[src/rtl/nn_mem_pkg.sv]
// Shared constants and state encoding for the layer-2 bias memory path.
package nn_mem_pkg;

    localparam int BIAS_W      = 10;
    localparam int BIAS2_DEPTH = 10;
    localparam int BIAS_ADDR_W = 4;

    typedef enum logic [1:0] {
        IDLE,
        LOAD,
        READ,
        PUB
    } loader_state_t;

endpackage

[src/rtl/bias2_loader_if.sv]
// Valid/ready stream carrying bias words from the download path into the loader.
interface bias2_loader_if
    import nn_mem_pkg::*;
#(
    parameter int DATA_W = BIAS_W
) ();

    logic              in_valid;
    logic [DATA_W-1:0] in_data;
    logic              in_ready;

    modport master (
        output in_valid,
        output in_data,
        input  in_ready
    );

    modport slave (
        input  in_valid,
        input  in_data,
        output in_ready
    );

endinterface

[src/rtl/bias2_loader.sv]
// Write-side controller for the layer-2 bias memory: streams DEPTH words into
// addresses 0..DEPTH-1, then strobes a single read so the memory publishes
// all entries, then pulses done.
module bias2_loader
    import nn_mem_pkg::*;
#(
    parameter int DATA_W = BIAS_W,
    parameter int DEPTH  = BIAS2_DEPTH,
    parameter int ADDR_W = BIAS_ADDR_W
) (
    input  logic              clk,
    input  logic              rst_n,
    input  logic              start,
    bias2_loader_if.slave     in_if,
    output logic [DATA_W-1:0] mem_datain,
    output logic [ADDR_W-1:0] mem_addr,
    output logic              mem_wt,
    output logic              mem_rd,
    output logic              busy,
    output logic              done,
    output logic [ADDR_W-1:0] count
);

    localparam logic [ADDR_W-1:0] LAST_IDX = ADDR_W'(DEPTH - 1);

    loader_state_t     state_d, state_q;
    logic [ADDR_W-1:0] count_d, count_q;
    logic [DATA_W-1:0] mem_datain_d, mem_datain_q;
    logic [ADDR_W-1:0] mem_addr_d, mem_addr_q;
    logic              mem_wt_d, mem_wt_q;
    logic              mem_rd_d, mem_rd_q;
    logic              done_d, done_q;

    // Next-state and registered-output logic; strobes default low each cycle.
    always_comb begin
        state_d      = state_q;
        count_d      = count_q;
        mem_datain_d = mem_datain_q;
        mem_addr_d   = mem_addr_q;
        mem_wt_d     = 1'b0;
        mem_rd_d     = 1'b0;
        done_d       = 1'b0;
        case (state_q)
            IDLE: begin
                if (start) begin
                    state_d = LOAD;
                    count_d = '0;
                end
            end
            LOAD: begin
                // in_ready is high for the whole of LOAD, so valid alone marks a transfer.
                if (in_if.in_valid) begin
                    mem_wt_d     = 1'b1;
                    mem_addr_d   = count_q;
                    mem_datain_d = in_if.in_data;
                    count_d      = count_q + ADDR_W'(1);
                    if (count_q == LAST_IDX) begin
                        state_d = READ;
                    end
                end
            end
            READ: begin
                // The final write is on the bus this cycle; rd follows it.
                mem_rd_d = 1'b1;
                state_d  = PUB;
            end
            PUB: begin
                done_d  = 1'b1;
                state_d = IDLE;
            end
            default: begin
                state_d = IDLE;
            end
        endcase
    end

    // State, counter and memory-port registers with synchronous reset.
    always_ff @(posedge clk) begin
        if (!rst_n) begin
            state_q      <= IDLE;
            count_q      <= '0;
            mem_datain_q <= '0;
            mem_addr_q   <= '0;
            mem_wt_q     <= 1'b0;
            mem_rd_q     <= 1'b0;
            done_q       <= 1'b0;
        end else begin
            state_q      <= state_d;
            count_q      <= count_d;
            mem_datain_q <= mem_datain_d;
            mem_addr_q   <= mem_addr_d;
            mem_wt_q     <= mem_wt_d;
            mem_rd_q     <= mem_rd_d;
            done_q       <= done_d;
        end
    end

    assign in_if.in_ready = (state_q == LOAD);
    assign busy           = (state_q != IDLE);
    assign mem_datain     = mem_datain_q;
    assign mem_addr       = mem_addr_q;
    assign mem_wt         = mem_wt_q;
    assign mem_rd         = mem_rd_q;
    assign done           = done_q;
    assign count          = count_q;

endmodule

[src/flat_wrapper.sv]
// flat-port wrapper written by rule: the top's interface ports become plain ports
module bias2_loader_flat import nn_mem_pkg::*;
#(
    parameter int DATA_W = BIAS_W,
    parameter int DEPTH  = BIAS2_DEPTH,
    parameter int ADDR_W = BIAS_ADDR_W
)
  (clk, rst_n, start, mem_datain, mem_addr, mem_wt, mem_rd, busy, done, count, in_if_in_valid, in_if_in_data, in_if_in_ready);
  bias2_loader_if #(.DATA_W(DATA_W)) in_if_i ();
  input  logic clk;
  input  logic rst_n;
  input  logic start;
  output logic [DATA_W-1:0] mem_datain;
  output logic [ADDR_W-1:0] mem_addr;
  output logic mem_wt;
  output logic mem_rd;
  output logic busy;
  output logic done;
  output logic [ADDR_W-1:0] count;
  input wire logic [$bits(in_if_i.in_valid)-1:0] in_if_in_valid;
  input wire logic [$bits(in_if_i.in_data)-1:0] in_if_in_data;
  output wire logic [$bits(in_if_i.in_ready)-1:0] in_if_in_ready;
  assign in_if_i.in_valid = in_if_in_valid;
  assign in_if_i.in_data = in_if_in_data;
  assign in_if_in_ready = in_if_i.in_ready;
  bias2_loader #(.DATA_W(DATA_W), .DEPTH(DEPTH), .ADDR_W(ADDR_W)) u_core (.clk(clk), .rst_n(rst_n), .start(start), .in_if(in_if_i), .mem_datain(mem_datain), .mem_addr(mem_addr), .mem_wt(mem_wt), .mem_rd(mem_rd), .busy(busy), .done(done), .count(count));
endmodule
[config.mk]
export PLATFORM = sky130hd
export DESIGN_NAME = bias2_loader_flat
export DESIGN_NICKNAME = d
export VERILOG_FILES = /design/src/rtl/nn_mem_pkg.sv /design/src/rtl/bias2_loader_if.sv /design/src/rtl/bias2_loader.sv /design/src/flat_wrapper.sv
export SDC_FILE = /design/constraint.sdc
export NUM_CORES = 1
export LEC_CHECK = 0
export CAP_MARGIN = 10
export CORE_ASPECT_RATIO = 1.1
export CORE_UTILIZATION = 39
export CTS_CLUSTER_SIZE = 28
export DETAILED_ROUTE_END_ITERATION = 10
export PLACE_DENSITY_LB_ADDON = 0.08
export SETUP_SLACK_MARGIN = 0.3
export SYNTH_ARGS = -nofsm -noshare
export SYNTH_HDL_FRONTEND = slang
export SYNTH_SLANG_ARGS = --single-unit
[constraint.sdc]
create_clock -name clk -period 1.5 [get_ports clk]
set_clock_uncertainty 0.15 [all_clocks]
set_input_delay 0.225 -clock clk [delete_from_list [all_inputs] [get_ports clk]]
set_output_delay 0.225 -clock clk [all_outputs]
set_load 0.02 [all_outputs]
==> flow_summary.toml <==
[global_route]
grt_pass1_wl_mm = 4.167
grt_overflow = 0
grt_pass1_vias = 937
grt.total_usage = 0.1892
grt_max_degree = 27
antenna_found_initial = 0

[setup_path]
path_class = "reg -> reg"
reg2reg_slack_ns = -0.04
worstPathArrival_ns = 1.63
path_max_fanout = 6
worst_ep_required_time_ns = 1.58
end_kind = "register"
crit_start = "u_core.state_q[0]"
start_kind = "register"
r2r-start = "u_core.state_q[0]"

[power]
p_leak_nw = 0.7324
max-vdd-ir-drop_mv = 1.569
power_density_nw_per_um2 = 1343

[sta]
layout_setup_ws_ns = -0.04367
period_needed_ns = 1.544
rsz0062_at_grt = "yes"
finalCritPeriodShare = 1.029
final-max-slew-violation-count = 0
hold_violations = 0
fmax_ghz = 0.6478
worst_pin_slew_ns = 0.3567
tns_ns = -0.07984
finalSetupViolCount = 3
slew-limit-headroom = 0.7614

[synth]
synthFlopType = "dfxtp_1"
synthSimpleGateAreaFrac = 0.2368
syn_inst = 120
synth.distinct_cells = 27
syn_nets = 140
ys_ff_latch = 23
synth_edf_count = 0
yosysTopAreaCellShare = 0.4423
synthMuxAreaShare = 0
avgSynthCellArea_um2 = 8.675
synth_warnings = 0
ys_seq_area_frac = 0.4423
async_flop_share = 0
synth_top_family_by_area = "simple AND/OR/NAND/NOR gates"
synthTopCellsByArea = "dfxtp_1 (44%), nand2_1 (13%), a21boi_1 (7.2%), ha_1 (7.2%), a21boi_0 (3.6%)"
synth-xor-area-share = 0
synth_top_area_cell = "dfxtp_1"
syn_area_um2 = 1041
synth_fa_ha_area_frac = 0.07212
synth-compound-area-share = 0.1923

[place]
gp_congestion = 0.7947
hpwlAfterDp_mm = 1.569
portBuffers = 36

[detailed_routing]
dr.pass1.iters = 4
routed_wl_mm = 2.512
drc = 0
dr.first_iter.drc_count = 18
via_per_inst = 4.878
vias = 1000
postRouteAntennaNets = 0
routedWlPerCell_um = 12.25

[layout]
drive_above_1_share = 0.5230
nets = 195
layout_commonest_cell = "buf_4"
fin_util = 0.6832
nFillCells = 213
mostFrequentLayoutCells = "buf_4 (22), nand2_1 (21), dfxtp_2 (17)"
syn_to_final_growth_pct = 65.38
insertedDiodeCount = 0

[clock_network]
clk_latency_ns = 0.30
cts.path.max_buffers = 2
clkSinkCount = 23
cts_buffers = 3
cts_hold_buf = 0
clk_pin_slew_worst_paths_ns = 0.12
cts_tree = "built"
h-tree-depth = 1
cts-root-buf = "clkbuf_4"

[floorplan]
die_w_um = 51.26
coreArea_um2 = 2520
die_y_um = 56.19
die-area_um2 = 2880
rows = 19
initial_core_util = 0.4131
io_pins = 37

[worst_hold_path]
min_from = "u_core.mem_datain[8]"
hold_class = "reg -> reg"

[status]
violations = "setup timing"
status = "finished, violations left"

[run]
drv_cap = 0
## cell type report
cell class	instances	area (um2)	share of cell area
tap	31	38.79	0.02253
sequential	23	489.2	0.2842
timing repair buffer	56	534.3	0.3103
clock buffer	4	26.28	0.01526
inverter	4	17.52	0.01017
multi-input combinational	87	615.6	0.3576
## cells in the mapped netlist (2+ instances only)
cell type  instances
nand2_1           35
buf_2              2
nand3_1            3
a21oi_1            3
a21boi_1          10
ha_1               6
nor3_1             2
a21boi_0           5
dfxtp_1           23
buf_6              2
nand3b_1           3
and2_1             3
inv_1              4
o21ai_0            6
## kinds of logic (layout without fill, tap and decap cells)
family	after synthesis	after routing
and+or+nand+nor	53	53
buffers and inverters	10	64
adders and majority gates	6	6
AOI/OAI and AO/OA	28	28
DFF	23	23
## worst max-delay path: stages (launching register included)
cell	delay, ns
dfxtp_4	0.38
buf_6	0.11
ha_4	0.15
buf_6	0.13
nor2b_4	0.13
a211oi_4	0.22
nand3_1	0.13
o21ai_0	0.08
## metrics by stage
stage | power, mW | instance area [um2] | hold WS, ns | setup slack (ns) | std cells
finish | 2.313 | 1722 | 0.3096 | -0.04367 | 205
global route | 2.472 | 1722 | 0.3042 | -0.1210 | 205
CTS | 2.200 | 1614 | 0.3095 | -0.06264 | 203
detailed placement | 1.712 | 1523 | 0.2970 | -0.1619 | 193
global placement | 1.703 | 1523 | 0.2892 | -0.1453 | 193
floorplan | 1.361 | 1069 | 0.2099 | 0.02613 | 120
## flip-flops by register name, summed over array words and instances, names as in the netlist
name and count:
u_core.count 4, u_core.mem_rd 1, u_core.mem_addr 4, u_core.done 1, u_core.mem_datain 10, u_core.mem_wt 1
u_core.state_q 2
## repair_timing
item,in CTS,in global routing
setup buffers,5,1
pin swaps,11,5
gates cloned,1,1
setup endpoints to repair,44,41
resized for setup,132,40
## where the power goes
part           switching, mW  total [mW]  internal [mW]
sequential            0.0523       0.755          0.703
combinational          0.604        1.28          0.672
clock                  0.177       0.281          0.104
total                  0.834        2.31           1.48
## final timing paths
| kind | endpoint | depth (start not counted) |
|---|---|---|
| setup / recovery | u_core.state_q[1] | 7 |
| hold / removal | u_core.mem_datain[8] | 2 |
| setup reg to reg | u_core.state_q[1] | 7 |
| hold reg to reg | u_core.mem_datain[8] | 2 |
## metal layers
| layer | GRT usage | share of wire | up-vias |
|---|---|---|---|
| met3 | 0.02459 | 0.052 | 2 |
| met4 | 0.08880 | 0.0068 | 0 |
| met1 | 0.2601 | 0.45 | 468 |
| met2 | 0.2895 | 0.49 | 24 |
| met5 | 0 | 0 | - |
| li1 | - | - | 506 |
Power figures use the tool's default switching activity.
